--- src/rtl/tdm_pkg.sv ---
// Shared definitions for the TDM receive path: FSM state codes and the
// slot-counter width helper.
package tdm_pkg;

  localparam logic HUNT = 1'b0;
  localparam logic RUN  = 1'b1;

  // A one-bit counter is still needed when CHANNELS is 2 or less.
  function automatic int clog2_min1(input int n);
    return (n <= 2) ? 1 : $clog2(n);
  endfunction

endpackage

--- src/rtl/tdm_slot_counter.sv ---
// Modulo-CHANNELS slot counter with increment, resync load-to-1 and clear.
module tdm_slot_counter
  import tdm_pkg::*;
#(
  parameter int CHANNELS = 4,
  parameter int SW       = clog2_min1(CHANNELS)
) (
  input  logic          clk,
  input  logic          rst_n,
  input  logic          inc,
  input  logic          load1,
  input  logic          clr,
  output logic [SW-1:0] count,
  output logic          last
);

  logic [SW-1:0] count_reg;
  logic [SW-1:0] count_next;

  assign last = (count_reg == SW'(CHANNELS - 1));

  // clr beats load1, which beats inc; wrap is explicit so non-power-of-2 works.
  always_comb begin
    count_next = count_reg;
    if (clr) begin
      count_next = '0;
    end else if (load1) begin
      count_next = SW'(1);
    end else if (inc) begin
      count_next = last ? '0 : count_reg + SW'(1);
    end
  end

  always_ff @(posedge clk or negedge rst_n) begin
    if (!rst_n) begin
      count_reg <= '0;
    end else begin
      count_reg <= count_next;
    end
  end

  assign count = count_reg;

endmodule

--- src/rtl/tdm_demultiplexer.sv ---
// TDM link receiver: locks on frame_sync, collects CHANNELS slots into shadow
// registers and publishes each complete frame with a one-cycle valid pulse.
module tdm_demultiplexer
  import tdm_pkg::*;
#(
  parameter int WIDTH    = 1,
  parameter int CHANNELS = 4
) (
  input  logic                        clk,
  input  logic                        rst_n,
  input  logic [WIDTH-1:0]            din,
  input  logic                        din_valid,
  input  logic                        frame_sync,
  output logic [CHANNELS*WIDTH-1:0]   dout,
  output logic                        dout_valid,
  output logic [$clog2(CHANNELS)-1:0] slot_idx,
  output logic                        locked,
  output logic                        sync_err
);

  localparam int SW = clog2_min1(CHANNELS);
  localparam int SHW = (CHANNELS - 1) * WIDTH;

  logic                      state_reg;
  logic                      state_next;
  logic [SW-1:0]             slot;
  logic                      slot_last;
  logic                      hunt_sync;
  logic                      misalign;
  logic                      slot_inc;
  logic                      slot_load1;
  logic                      slot_clr;
  logic                      frame_done;
  logic [SHW-1:0]            shadow_flat;
  logic [CHANNELS*WIDTH-1:0] dout_reg;
  logic                      dout_valid_reg;
  logic                      sync_err_reg;

  // State register
  always_ff @(posedge clk or negedge rst_n) begin
    if (!rst_n) begin
      state_reg <= HUNT;
    end else begin
      state_reg <= state_next;
    end
  end

  // Next state: once locked, only reset returns to HUNT.
  always_comb begin
    state_next = state_reg;
    case (state_reg)
      HUNT:    if (din_valid && frame_sync) state_next = RUN;
      RUN:     state_next = RUN;
      default: state_next = HUNT;
    endcase
  end

  // Outputs and datapath controls
  always_comb begin
    locked     = 1'b0;
    hunt_sync  = 1'b0;
    misalign   = 1'b0;
    slot_inc   = 1'b0;
    slot_load1 = 1'b0;
    slot_clr   = 1'b0;
    frame_done = 1'b0;
    case (state_reg)
      HUNT: begin
        hunt_sync  = din_valid && frame_sync;
        slot_load1 = hunt_sync;
        slot_clr   = !hunt_sync;
      end
      RUN: begin
        locked     = 1'b1;
        misalign   = din_valid && frame_sync && (slot != '0);
        slot_load1 = misalign;
        slot_inc   = din_valid && !misalign;
        frame_done = slot_inc && slot_last;
      end
      default: ;
    endcase
  end

  tdm_slot_counter #(
    .CHANNELS (CHANNELS),
    .SW       (SW)
  ) u_slot_counter (
    .clk   (clk),
    .rst_n (rst_n),
    .inc   (slot_inc),
    .load1 (slot_load1),
    .clr   (slot_clr),
    .count (slot),
    .last  (slot_last)
  );

  // The last slot never needs a shadow: it goes straight into dout with the
  // other CHANNELS-1 held samples.
  generate
    for (genvar gi = 0; gi < CHANNELS - 1; gi++) begin : g_shadow
      logic [WIDTH-1:0] sh_reg;
      logic             sh_wr;

      assign sh_wr = ((gi == 0) && slot_load1) || (slot_inc && (slot == SW'(gi)));

      always_ff @(posedge clk or negedge rst_n) begin
        if (!rst_n) begin
          sh_reg <= '0;
        end else if (sh_wr) begin
          sh_reg <= din;
        end
      end

      assign shadow_flat[gi*WIDTH +: WIDTH] = sh_reg;
    end
  endgenerate

  always_ff @(posedge clk or negedge rst_n) begin
    if (!rst_n) begin
      dout_reg       <= '0;
      dout_valid_reg <= 1'b0;
      sync_err_reg   <= 1'b0;
    end else begin
      dout_valid_reg <= frame_done;
      sync_err_reg   <= misalign;
      if (frame_done) begin
        dout_reg <= {din, shadow_flat};
      end
    end
  end

  assign dout       = dout_reg;
  assign dout_valid = dout_valid_reg;
  assign sync_err   = sync_err_reg;
  assign slot_idx   = slot;

endmodule
--- config.mk ---
export PLATFORM = sky130hd
export DESIGN_NAME = tdm_demultiplexer
export DESIGN_NICKNAME = d
export VERILOG_FILES = /design/src/rtl/tdm_pkg.sv /design/src/rtl/tdm_slot_counter.sv /design/src/rtl/tdm_demultiplexer.sv
export SDC_FILE = /design/constraint.sdc
export NUM_CORES = 1
export LEC_CHECK = 0
export ABC_AREA = 1
export CORE_MARGIN = 2
export CORE_UTILIZATION = 38
export DETAILED_ROUTE_END_ITERATION = 8
export PLACE_DENSITY_LB_ADDON = 0.3
export SETUP_SLACK_MARGIN = 0.2
export SYNTH_ARGS = -nofsm -noshare
export SYNTH_HDL_FRONTEND = slang
export SYNTH_SLANG_ARGS = --single-unit
--- constraint.sdc ---
create_clock -name clk -period 1.55 [get_ports clk]
set_input_delay 0.31 -clock clk [delete_from_list [all_inputs] [get_ports clk]]
set_output_delay 0.31 -clock clk [all_outputs]
set_load 0.01 [all_outputs]
==> results by group <==
Place
  • Dpl hpwl: between 700 and 800 um
  • Post-DP Area: 727 um2
  • Pre-CTS setup slack: 0.0544 ns
  • Port Buffers: 13
  • GPL Wtd Cong: 0.711

Drt
  • Detailed Route WL: 1.34 mm
  • DR iter-0 viols: 4
  • DR vias: 521
  • Remaining antenna violation count: 0
  • WL/cell: between 10 and 15 um
  • Via/cell ratio: 5.11
  • Drt pass-1 iters: 4
  • Residual DRC: 0

Cells and area
  • Filler cells: approximately 130
  • Post-synthesis to final-layout area growth: 45.0%
  • Register area: 302 um2
  • Final #Nets: 97
  • Layout cell share with drive strength beyond 1: ~21%
  • Design area: 827 um2
  • Antenna diodes: 0
  • Max reg flops: 4
  • Area of the multi-input gates: 283 um2
  • Final Util: between 60% and 70%

Clocking
  • Htree depth: 1
  • CTS tree: yes
  • Root Driver: clkbuf_4
  • Worst-path clk slew: 0.08 ns
  • Num Clock Sinks: 12
  • Clock buffer depth: 2
  • Worst-Skew Late Latency: 0.27 ns
  • CTS buffer count: 3

Synthesis
  • Synth async-reset ratio: 100%
  • Synthesized cell area: 571 um2
  • Cell variety after synth: 9
  • Seq cells post-synth: 12
  • Synth top area share: 52.6%
  • EDFF count, synth: 0
  • Synth cell count leaders: nand2_1 (22), dfrtp_1 (12), nand3_1 (9), inv_1 (6), nand4_1 (6)
  • Area leader, netlist: dfrtp_1
  • Synth area leaders: dfrtp_1 (53%), nand2_1 (14%), ha_1 (8.8%)
  • Synth Flop Type: dfrtp_1
  • Mapped Cells: 64
  • Total number of yosys warnings: 0
  • Most frequent cell after synthesis: nand2_1
  • Syn Nets: 73
  • Post-synthesis sequential area ratio: between 50 and 60%
  • Mean post-synth cell area: 8.91 um2

Worst setup path
  • Critical Path Stages: 1
  • Critical Path Start: u_slot_counter.count[0]
  • Reg2reg end: dout[2]
  • WP buf/inv: 1
  • Worst R2R Start: u_slot_counter.count[1]
  • Critical path startpoint category: flip-flop
  • Reg2Reg Setup Slack: approximately 0.29 ns
  • Max incr delay on CP: approximately 0.44 ns
  • CP max stage cell: dfrtp_2
  • Arr. time, crit path: between 0.9 and 1 ns
  • Crit-path leading delay family: flip-flops
  • R2R depth: 8
  • Worst-path maximum fanout: 5
  • Crit path to: slot_idx[0]
  • Crit end category: output port
  • WS Path Type: reg -> out
  • Crit path required time: about 1.2 ns
  • Crit-path cells: clkdlybuf4s15_1

Timing
  • Final worst slack: between 0.2 and 0.3 ns
  • RSZ-0062 raised after global routing: false
  • Final Hold Vio Count: 0
  • Share of the cycle needed by the critical path after routing: between 80% and 90%
  • Crit path time final: approximately 1.3 ns
  • Worst rel slew slack: 63.7%
  • Max Slew Vio Count: 0
  • TNS Setup: 0 ns
  • Clock Skew: 0.00223 ns
  • Slew @ Worst Pin: ~0.54 ns
  • Setup violators final: 0
  • Highest clock rate: 788 MHz

Floorplan
  • Chip height: 42.8 um
  • Initial Utilization: 42.3%
  • Ports: 14
  • Die width: 42.8 um
  • Core area: 1350 um2
  • FP Rows: 13
  • Die footprint: 1830 um2

Global route
  • Antenna violations before repair: 0
  • Largest net degree at the start of global routing: 13
  • Number of global-route vias before repair: approximately 430
  • GRT Overall Usage: 13.6%
  • Total congestion overflow: 0
  • Global-route wire length before repair: 1.78 mm

Worst hold path
  • Hold Crit Class: in -> async

Power
  • Peak supply drop: just over 0.0007 V
  • Leak: 0.452 nW
  • Total power: 1.41 mW
  • Pwr/cell area: 1710 nW/um2

Run status
  • Status: finished, final reports clean

Run
  • Max-cap violations: 0
## stage by stage
| stage | cells | hold WS, ns |
|---|---|---|
| after floorplan | 64 | 0.0144 |
| after CTS | 98 | 0.397 |
| final | 102 | 0.386 |
| after detailed placement | 93 | 0.467 |
| after global placement | 93 | 0.464 |
| after global routing | 102 | 0.424 |
## cells in the final DEF, fill, tap and decap left out, drive strengths merged
cell	count
dlygate4sd2	8
clkdlybuf4s50	3
clkbuf	4
buf	5
dlymetal6s2s	1
inv	6
nor2	2
ha	4
nand2	22
dfrtp	12
clkdlybuf4s15	1
nand4	6
nand3	12
clkinv	1
## report_power, final
part	internal [mW]	switching (mW)	leakage (nW)	total, mW
logic	0.302	0.351	0.285	0.653
registers	0.434	0.0777	0.147	0.512
clock network	0.143	0.105	0.0210	0.248
## routing by layer
| layer | share of wire [%] | GRT usage, % | up-vias |
|---|---|---|---|
| li1 | - | - | 261 |
| met1 | 44 | 15.0 | 239 |
| met2 | 48 | 23.9 | 17 |
| met3 | 4.9 | 2.55 | 4 |
| met4 | 2.8 | 7.50 | 0 |
| met5 | 0 | 0 | - |
## how the worst min path moves through the flow
stage          startpoint          to  slack (ns)  cells past startpoint
6_report            rst_n  dout_valid        0.39                      1
5_1_grt             rst_n     dout[1]        0.42                      1
4_1_cts             rst_n  dout_valid        0.40                      1
3_5_place_dp      dout[0]     dout[0]        0.47                      2
3_3_place_gp      dout[3]     dout[3]        0.46                      2
2_1_floorplan       rst_n     dout[0]        0.01                      0
## cell type report
| type | instances | area share, % |
|---|---|---|
| flip-flops and latches | 12 | 36.5 |
| well taps | 15 | 2.27 |
| inverters | 7 | 3.33 |
| clock buffers | 4 | 4.39 |
| multi-input cells | 46 | 34.2 |
| repair buffers | 18 | 19.4 |
## logic make-up (layout without fill, tap and decap cells)
group	count (synthesis)	count (layout)	synth area share (%)
adder cells (fa/ha/maj)	4	4	8.77
buffers and inverters	7	29	4.82
flip-flops	12	12	52.6
AND/OR/NAND/NOR	41	42	33.8
## timing repair
action / 4_1_cts / 5_1_grt
gates resized for setup: 12 / 7
buffers inserted: 1 / 3
gates cloned: 0 / 1
endpoints found under the setup margin: 13 / 8
hold buffers: 0 / 0
pin swaps: 0 / 1
No activity file was read; power rests on OpenSTA's default activity.
